===== src/rtl/aes_cbc_if.sv =====
// rtl/aes_cbc_if.sv - plaintext in / ciphertext out stream bundle for the CBC controller
interface aes_cbc_if;
    logic         pt_valid;
    logic         pt_ready;
    logic [127:0] pt_data;
    logic         pt_last;
    logic         ct_valid;
    logic         ct_ready;
    logic [127:0] ct_data;
    logic         ct_last;

    modport master (
        output pt_valid, pt_data, pt_last, ct_ready,
        input  pt_ready, ct_valid, ct_data, ct_last
    );

    modport slave (
        input  pt_valid, pt_data, pt_last, ct_ready,
        output pt_ready, ct_valid, ct_data, ct_last
    );
endinterface


===== src/rtl/aes_cbc_ctrl.sv =====
// rtl/aes_cbc_ctrl.sv - CBC chaining controller in front of a combinational AES-128 core
module aes_cbc_ctrl #(
    parameter int SETTLE_CYCLES = 2,
    parameter int CNT_W         = 4
) (
    input  logic         clk,
    input  logic         reset,
    input  logic         key_load,
    input  logic [127:0] key_in,
    input  logic         iv_load,
    input  logic [127:0] iv_in,
    aes_cbc_if.slave     bus,
    output logic [127:0] core_text,
    output logic [127:0] core_key,
    input  logic [127:0] core_cipher,
    output logic         busy
);
    typedef enum logic [1:0] {ST_IDLE, ST_WAIT, ST_OUT} state_t;

    state_t           state;
    state_t           state_nxt;
    logic [127:0]     key_reg;
    logic [127:0]     iv_reg;
    logic [127:0]     chain_reg;
    logic [127:0]     text_reg;
    logic [127:0]     ct_reg;
    logic             last_reg;
    logic [CNT_W-1:0] cnt;
    logic             accept;
    logic             capture;
    logic             retire;

    always_ff @(posedge clk) begin
        if (reset) begin
            state <= ST_IDLE;
        end else begin
            state <= state_nxt;
        end
    end

    always_comb begin
        state_nxt    = state;
        bus.pt_ready = 1'b0;
        bus.ct_valid = 1'b0;
        busy         = 1'b0;
        accept       = 1'b0;
        capture      = 1'b0;
        retire       = 1'b0;
        case (state)
            ST_IDLE: begin
                // a key/IV load owns the cycle; plaintext waits one cycle
                bus.pt_ready = ~reset & ~key_load & ~iv_load;
                accept       = bus.pt_valid & bus.pt_ready;
                if (accept) begin
                    state_nxt = ST_WAIT;
                end
            end
            ST_WAIT: begin
                busy = 1'b1;
                if (cnt == CNT_W'(1)) begin
                    capture   = 1'b1;
                    state_nxt = ST_OUT;
                end
            end
            ST_OUT: begin
                busy         = 1'b1;
                bus.ct_valid = 1'b1;
                if (bus.ct_ready) begin
                    retire    = 1'b1;
                    state_nxt = ST_IDLE;
                end
            end
            default: state_nxt = ST_IDLE;
        endcase
    end

    // text_reg/key_reg -> ct_reg/chain_reg through the core is a SETTLE_CYCLES multicycle path
    always_ff @(posedge clk) begin
        if (reset) begin
            key_reg   <= '0;
            iv_reg    <= '0;
            chain_reg <= '0;
            text_reg  <= '0;
            ct_reg    <= '0;
            last_reg  <= 1'b0;
            cnt       <= '0;
        end else begin
            if (state == ST_IDLE) begin
                if (key_load) begin
                    key_reg <= key_in;
                end
                if (iv_load) begin
                    iv_reg    <= iv_in;
                    chain_reg <= iv_in;
                end
            end
            if (accept) begin
                text_reg <= bus.pt_data ^ chain_reg;
                last_reg <= bus.pt_last;
                cnt      <= CNT_W'(SETTLE_CYCLES);
            end else if (state == ST_WAIT) begin
                cnt <= cnt - CNT_W'(1);
            end
            if (capture) begin
                ct_reg    <= core_cipher;
                chain_reg <= core_cipher;
            end
            // end of message: the next block chains from the IV again
            if (retire && last_reg) begin
                chain_reg <= iv_reg;
            end
        end
    end

    assign core_text   = text_reg;
    assign core_key    = key_reg;
    assign bus.ct_data = ct_reg;
    assign bus.ct_last = (state == ST_OUT) & last_reg;
endmodule


===== src/flat_wrapper.sv =====
// flat-port wrapper written by rule: the top's interface ports become plain ports
module aes_cbc_ctrl_flat 
#(
    parameter int SETTLE_CYCLES = 2,
    parameter int CNT_W         = 4
)
  (clk, reset, key_load, key_in, iv_load, iv_in, core_text, core_key, core_cipher, busy, bus_pt_valid, bus_pt_data, bus_pt_last, bus_ct_ready, bus_pt_ready, bus_ct_valid, bus_ct_data, bus_ct_last);
  aes_cbc_if bus_i ();
  input  logic clk;
  input  logic reset;
  input  logic key_load;
  input  logic [127:0] key_in;
  input  logic iv_load;
  input  logic [127:0] iv_in;
  output logic [127:0] core_text;
  output logic [127:0] core_key;
  input  logic [127:0] core_cipher;
  output logic busy;
  input wire logic [$bits(bus_i.pt_valid)-1:0] bus_pt_valid;
  input wire logic [$bits(bus_i.pt_data)-1:0] bus_pt_data;
  input wire logic [$bits(bus_i.pt_last)-1:0] bus_pt_last;
  input wire logic [$bits(bus_i.ct_ready)-1:0] bus_ct_ready;
  output wire logic [$bits(bus_i.pt_ready)-1:0] bus_pt_ready;
  output wire logic [$bits(bus_i.ct_valid)-1:0] bus_ct_valid;
  output wire logic [$bits(bus_i.ct_data)-1:0] bus_ct_data;
  output wire logic [$bits(bus_i.ct_last)-1:0] bus_ct_last;
  assign bus_i.pt_valid = bus_pt_valid;
  assign bus_i.pt_data = bus_pt_data;
  assign bus_i.pt_last = bus_pt_last;
  assign bus_i.ct_ready = bus_ct_ready;
  assign bus_pt_ready = bus_i.pt_ready;
  assign bus_ct_valid = bus_i.ct_valid;
  assign bus_ct_data = bus_i.ct_data;
  assign bus_ct_last = bus_i.ct_last;
  aes_cbc_ctrl #(.SETTLE_CYCLES(SETTLE_CYCLES), .CNT_W(CNT_W)) u_core (.clk(clk), .reset(reset), .key_load(key_load), .key_in(key_in), .iv_load(iv_load), .iv_in(iv_in), .bus(bus_i), .core_text(core_text), .core_key(core_key), .core_cipher(core_cipher), .busy(busy));
endmodule

===== config.mk =====
export PLATFORM = sky130hd
export DESIGN_NAME = aes_cbc_ctrl_flat
export DESIGN_NICKNAME = d
export VERILOG_FILES = /design/src/rtl/aes_cbc_if.sv /design/src/rtl/aes_cbc_ctrl.sv /design/src/flat_wrapper.sv
export SDC_FILE = /design/constraint.sdc
export NUM_CORES = 1
export LEC_CHECK = 0
export BUFFER_PORTS_ARGS = -buffer_cell sky130_fd_sc_hd__buf_2
export CAP_MARGIN = 40
export CORE_AREA = 2 2 349 351
export CTS_CLUSTER_SIZE = 40
export DETAILED_ROUTE_END_ITERATION = 7
export DIE_AREA = 0 0 351 353
export PLACE_DENSITY_LB_ADDON = 0.05
export SLEW_MARGIN = 30
export SYNTH_ARGS = -nofsm -noshare
export SYNTH_HDL_FRONTEND = slang
export SYNTH_SLANG_ARGS = --single-unit

===== constraint.sdc =====
create_clock -name clk -period 5.9 [get_ports clk]
set_clock_uncertainty 0.2 [all_clocks]
set_input_delay 0.59 -clock clk [delete_from_list [all_inputs] [get_ports clk]]
set_output_delay 0.59 -clock clk [all_outputs]
set_load 0.1 [all_outputs]

# Word-level counts from Yosys, hierarchy flattened
# Cells that the tools add are included.
# word_totals
regBits,647
output_inout_bits,388
# op_classes
mux,18
reduce_logical,11
n_bitwise,8
n_eq_ne,6
add_sub_neg,1
# ops
op,count
$mux 128,4
$xor 128x128->128,1
$mux 2,5
$mux 1,8
$pmux 2 s3,1
$reduce_and 2->1,3
$reduce_bool 3->1,2
$and 1x1->1,4
$eq 4x1->1 const B,1
$ne 2x1->1 const B,2
$reduce_or 2->1,2
$sub 4x1->4 const B,1
$not 1->1,3
$reduce_and 3->1,1
$eq 2x1->1 const B,1
$eq 2x2->1 const B,1
$logic_not 2->1,1
$ne 2x2->1 const B,1
$reduce_bool 2->1,1
$logic_and 1x1->1,1

# Longest topological paths before layout
# Gate-level depths: netlist of run 1.
# depth
ltp_word,6
depth_mapped,9
depth_no_buf,6

# Worst setup path after synthesis of run 1
# No wires, ideal clock.
# synth_path
path_kind,register -> register
from,register u_core.state[0]
to,register u_core.chain_reg[107]
path_slack_ns,2.570
n_path_buf,2
path_stages_with_launch,9
arrival_ns,3.071
path_cell_list,dfxtp_1 inv_1 ha_1 and2_1 nand2_1 nor2_1 clkbuf_1 clkbuf_1 a22o_1
# synth_via
elab_chain_len,5
word_cells_on_any_way,11
# synth_rtl
element,line_no,text
"start, declared",aes_cbc_ctrl.sv:20,state_t state;
"start signal, assigned",aes_cbc_ctrl.sv:37,state <= state_nxt;
$eq 2x2->1,aes_cbc_ctrl.sv:49,case (state)
$mux 1,aes_cbc_ctrl.sv:49,
$logic_and 1x1->1,aes_cbc_ctrl.sv:109,if (retire && last_reg) begin
$reduce_bool 3->1 (no line),n/a,
$reduce_and 2->1 (no line),n/a,
"end signal, assigned",aes_cbc_ctrl.sv:94,chain_reg <= iv_in;
"end signal, assigned",aes_cbc_ctrl.sv:106,chain_reg <= core_cipher;
"end signal, assigned",aes_cbc_ctrl.sv:110,chain_reg <= iv_reg;
"end, declared",aes_cbc_ctrl.sv:24,logic [127:0] chain_reg;
# Several ways; a longest one is shown, not always the timed one.
# A chain may end at the register's enable or synchronous reset.

# Worst setup path in the final report of run 1
# layout_path
from,register u_core.state[0]
to,output bus_pt_ready
# layout_via
elab_chain_len,2
# layout_rtl
element,line_no,text
$logic_not 2->1,aes_cbc_ctrl.sv:49,
$mux 1,aes_cbc_ctrl.sv:49,
"end, declared",flat_wrapper.sv:23,output wire logic [$bits(bus_i.pt_ready)-1:0] bus_pt_ready;
# No other way between the ends.

==> results of run 1 <==
## layout make-up
type                            count  area (sq um)  area share, %
Tap cell                         1625          2030           5.30
Sequential cell                   647         13000           33.8
Antenna cell                       11          27.5         0.0718
Inverter                            4          15.0         0.0392
Multi-Input combinational cell   2094         11000           28.7
Timing Repair Buffer             1398          9610           25.1
Clock buffer                      132          2510           6.56
Clock inverter                     17           178          0.464
## per-layer routing
metal / global-route usage, % / wire, microns
met1: 21.7 / 48900
met2: 32.4 / 58300
met3: 5.05 / 8150
met4: 5.56 / 2930
met5: 0 / 65
## report_power, final
group	internal, uW	switching, uW	leakage (uW)	total (uW)
clock network	3000	2090	0.00132	5100
logic	820	1870	0.00966	2690
registers	4670	182	0.00529	4850
total	8490	4140	0.0163	12600
## per-stage QoR
step	instance area (sq um)	setup slack, ns	std cells	hold WS [ns]	total power (uW)
final	38300	2.59	5928	0.0598	12600
after global routing	38300	2.54	5927	0.0295	13300
after CTS	38300	2.52	5915	0.000209	12900
after floorplan	25000	2.57	2988	0.232	6680
after global placement	30800	2.79	5297	0.239	7400
after detailed placement	30900	2.91	5298	0.244	7390
## timing repair
action,in CTS,in global routing
hold endpoints to repair,468,0
endpoints found under the setup margin,0,0
hold buffers,468,0
## cells in the mapped netlist
cell type,number
a211oi_1,113
a211oi_2,15
a21o_1,1
a21oi_1,390
a22o_1,128
and2_1,4
and3_1,1
buf_1,27
buf_2,41
buf_4,2
buf_6,22
clkbuf_1,151
dfxtp_1,647
ha_1,5
inv_1,4
nand2_1,904
nand2b_1,2
nand3_1,129
nand3b_1,1
nor2_1,130
nor2b_1,1
nor3_1,4
nor3_2,1
o21a_1,129
o21ai_0,3
or2_1,1
or4b_1,1
xnor2_1,130
xor2_1,1
## cells by family (layout without fill, tap and decap cells)
kind of cell,Yosys count,count (layout),synth area share [%]
buffers and inverters,247,1551,4.60
AOI/OAI and AO/OA,779,779,20.4
DFF,647,647,51.7
adders and majority gates,5,5,0.250
xor gates and xnor gates,131,131,4.58
other,0,11,0
and+or+nand+nor,1179,1179,18.5
## worst paths after layout
kind | start | end | slack, ns
max | u_core.state[0] | bus_pt_ready | 2.59
min | key_in[55] | u_core.core_key[55] | 0.06
max reg2reg | u_core.state[0] | u_core.chain_reg[10] | 3.02
min reg2reg | u_core.bus.ct_data[0] | u_core.bus.ct_data[0] | 0.25
## critical path: cells and delay by family, from the launching register on
| kind | cells | cell delay [ns] |
|---|---|---|
| AND/OR/NAND/NOR | 1 | 0.47 |
| buffers and inverters | 2 | 0.59 |
| adder cells (fa/ha/maj) | 1 | 0.48 |
| flip-flops | 1 | 0.33 |
==> results.sh, run 1 <==
export IMPL_holdPathStages=3
export IMPL_drt_pass1_iterations=7
export IMPL_gp_congestion=0.784
export IMPL_cts_inserted_buffers=84
export IMPL_nFillCells=13100
export IMPL_syn_area_per_cell_sq_um=8.38
export IMPL_final_cell_mix="buf_2, nand2_1, dfxtp_1, dlygate4sd3_1, a21oi_1"
export IMPL_vias=25200
export IMPL_yosys_warnings=0
export IMPL_required_ns=5.11
export IMPL_rows=128
export IMPL_syn_inst=2988
export IMPL_die_area_sq_mm=0.124
export IMPL_worstSetupEndpointType="output pin"
export IMPL_clock_fmax_mhz=302
export IMPL_utilization_pct=31.8
export IMPL_via_per_inst=4.26
export IMPL_overflow=0
export IMPL_relSlewSlack_pct=38.7
export IMPL_h_tree_depth=3
export IMPL_drv_slew=0
export IMPL_synth_area_leaders="dfxtp_1, nand2_1, a21oi_1, xnor2_1, a22o_1"
export IMPL_start_util_pct=20.8
export IMPL_drive_above_1_share_pct=25.1
export IMPL_p_leak_uw=0.0163
export IMPL_grt_pass1_vias=26000
export IMPL_tightest_slew_ns=0.919
export IMPL_antenna_found_initial=27
export IMPL_synth_top_cell_area_share_pct=51.7
export IMPL_path_clk_slew_ns=0.06
export IMPL_holdCritPathClass="input port to flip-flop"
export IMPL_setup_viol=0
export IMPL_layout_area_overhead_vs_synth_pct=53.0
export IMPL_layout_min_cycle_time_ns=3.31
export IMPL_path_max_fanout=10
export IMPL_layout_commonest_cell="buf_2"
export IMPL_track_usage_pct=18.5
export IMPL_grt_pass1_wl_mm=173
export IMPL_ant_nets=0
export IMPL_slowest_stage="buf_2"
export IMPL_rsz0062_at_grt="false"
export IMPL_post_cts_resized=0
export IMPL_cts_tree="built"
export IMPL_clock_latency_ns=0.64
export IMPL_power_density_mw_per_mm2=330
export IMPL_finalHoldViolCount=0
export IMPL_wl_mm=118
export IMPL_cpPeakStageDelay_ns=0.51
export IMPL_cts_root_buf="clkbuf_16"
export IMPL_worstSetupStartpointType="flip-flop"
export IMPL_synth_top_area_cell="dfxtp_1"
export IMPL_core_area_sq_mm=0.121
export IMPL_run_status="complete, no violations"
export IMPL_path_class="flip-flop to output pin"
export IMPL_cts_path_max_buffers=3
export IMPL_io_pins=907
export IMPL_fin_crit_sh_pct=56.1
export IMPL_die_w_microns=351
export IMPL_ir_drop_v=0.000188
export IMPL_worstRegToRegCells=7
export IMPL_drv_cap=0
export IMPL_synth_nets=3512
export IMPL_post_dp_hpwl_mm=80.9
export IMPL_nets=4753
export IMPL_cp_arrival_ns=2.52
export IMPL_tns_ns=0
export IMPL_die_y_microns=353
export IMPL_drc=0
export IMPL_grt_start_max_net_pins=142
export IMPL_synth_seq_area_share_pct=51.7
export IMPL_clock_sinks=647
export IMPL_path_cells="inv_1 > ha_1 > and2_1 > buf_2"
export IMPL_routedWlPerCell_microns=20.0
export IMPL_yosysUniqueCellTypes=29
export IMPL_ys_seq_elements=647
export IMPL_dr_first_iter_drc_count=1059
export IMPL_cts_setup_buffers=0
export IMPL_synthesis_area_sq_mm=0.0250
export IMPL_port_buffers=906
Power figures use the tool's default switching activity.
==> inputs of run 2 (changes only) <==
==> constraint.sdc (replaced) <==
create_clock -name clk -period 3.29 [get_ports clk]
set_clock_uncertainty 0.2 [all_clocks]
set_input_delay 0.329 -clock clk [delete_from_list [all_inputs] [get_ports clk]]
set_output_delay 0.329 -clock clk [all_outputs]
set_load 0.1 [all_outputs]
==> run 2 against run 1 <==
Against the previous run: design area increased by 3.0%; combinational power increased by 83%; non-clock buffer count increased by 97; critical path type is now flip-flop to flip-flop; largest cell class unchanged; die area unchanged.
==> results.sh, run 2 (same netlist as run 1, synthesis figures left out) <==
export IMPL_run_status="complete, no violations"
export IMPL_cts_setup_buffers=0
export IMPL_path_clk_slew_ns=0.06
export IMPL_routedWlPerCell_microns=19.8
export IMPL_gp_congestion=0.761
export IMPL_cts_inserted_buffers=85
export IMPL_vias=25500
export IMPL_clock_latency_ns=0.66
export IMPL_cp_arrival_ns=3.24
export IMPL_antenna_found_initial=14
export IMPL_finalHoldViolCount=0
export IMPL_holdCritPathClass="input port to flip-flop"
export IMPL_ant_nets=0
export IMPL_rows=128
export IMPL_wl_met2_mm=59.1
export IMPL_grt_start_max_net_pins=160
export IMPL_drc=0
export IMPL_drt_pass1_iterations=7
export IMPL_drv_cap=0
export IMPL_io_pins=907
export IMPL_ctsHoldBuffers=543
export IMPL_top_layer="met5"
export IMPL_track_usage_pct=18.5
export IMPL_clock_fmax_mhz=351
export IMPL_power_density_mw_per_mm2=586
export IMPL_nets=4851
export IMPL_post_dp_hpwl_mm=84.4
export IMPL_critPathLaunch="u_core.state[0]"
export IMPL_h_tree_depth=3
export IMPL_final_cell_mix="buf_2, nand2_1, dfxtp_1, dlygate4sd3_1, a21oi_1"
export IMPL_drv_slew=0
export IMPL_utilization_pct=32.7
export IMPL_tns_ns=0
export IMPL_ir_drop_v=0.000340
export IMPL_layout_min_cycle_time_ns=2.85
export IMPL_overflow=0
export IMPL_cts_tree="built"
export IMPL_layout_area_overhead_vs_synth_pct=57.6
export IMPL_worstSetupStartpointType="flip-flop"
export IMPL_die_y_microns=353
export IMPL_post_cts_resized=0
export IMPL_routed_wl_met3_mm=8.17
export IMPL_dr_first_iter_drc_count=1199
export IMPL_relSlewSlack_pct=30.3
export IMPL_die_area_sq_mm=0.124
export IMPL_core_area_sq_mm=0.121
export IMPL_grt_pass1_vias=26000
export IMPL_cts_root_buf="clkbuf_16"
export IMPL_p_leak_uw=0.0169
export IMPL_start_util_pct=20.8
export IMPL_hold_slack_ns=0.115
export IMPL_fin_crit_sh_pct=86.6
export IMPL_rsz0062_at_grt="false"
export IMPL_path_max_fanout=41
export IMPL_port_buffers=906
export IMPL_r2r_start="u_core.state[0]"
export IMPL_required_ns=3.68
export IMPL_setup_viol=0
export IMPL_tightest_slew_ns=1.05
export IMPL_cts_path_max_buffers=3
export IMPL_drive_above_1_share_pct=25.3
export IMPL_layout_commonest_cell="buf_2"
export IMPL_met1Wirelength_mm=48.1
export IMPL_hp_start="bus_ct_ready"
export IMPL_via_per_inst=4.24
export IMPL_worstSetupEndpointType="flip-flop"
export IMPL_wl_mm=119
export IMPL_grt_pass1_wl_mm=173
export IMPL_path_class="flip-flop to flip-flop"
export IMPL_clock_sinks=647
export IMPL_die_w_microns=351
run 2: changes by cell type in the layout (fill, tap and decap cells not counted), moves of 2 or more:
cell | previous run | this run
buf_12 | 13 | 26
bufinv_16 | 2 | 4
buf_4 | 9 | 20
clkbuf_1 | 27 | 14
diode_2 | 11 | 7
dlygate4sd3_1 | 468 | 543
buf_16 | 2 | 0
clkbuf_8 | 19 | 24
clkinv_4 | 0 | 2
run 2: critical path: stages, from the launching register on:
cell	delay, ns
dfxtp_1	0.32
inv_1	0.08
ha_1	0.43
and2_4	0.67
buf_12	0.30
nand2_1	0.10
a21oi_1	0.11
dlygate4sd3_1	0.55
run 2: cell type report:
class / count / area [sq um]
Multi-Input combinational cell: 2094 / 11000
Fill cell: 13000 / 81100
Clock buffer: 124 / 2530
Inverter: 4 / 15.0
Antenna cell: 7 / 17.5
Timing Repair Buffer: 1495 / 10700
Sequential cell: 647 / 13000
Tap cell: 1625 / 2030
Clock inverter: 23 / 268
run 2: metrics by stage:
stage | power, uW | cells | setup WS [ns] | instance area (sq um)
4_1_cts | 23600 | 6012 | 0.384 | 39400
2_1_floorplan | 12000 | 2988 | 0.252 | 25000
5_1_grt | 24200 | 6017 | 0.200 | 39500
6_report | 23100 | 6019 | 0.440 | 39500
3_5_place_dp | 13300 | 5322 | 0.773 | 31200
3_3_place_gp | 13400 | 5322 | 0.806 | 31200
run 2: path summary, 6_finish.rpt:
check,to,slack (ns),cells after the start
min,u_core.state[1],0.11,5
max reg2reg,u_core.iv_reg[126],0.44,7
max,u_core.iv_reg[126],0.44,7
min reg2reg,u_core.bus.ct_data[15],0.25,2
run 2: layer usage:
metal	GRT usage, %	up-vias
li1	-	12800
met1	21.6	11900
met2	32.3	725
met3	5.25	155
met4	6.10	2
met5	0	-
run 2: where the power goes:
part	internal [uW]	switching (uW)
Combinational	1580	3350
Clock	5630	3820
Sequential	8370	367
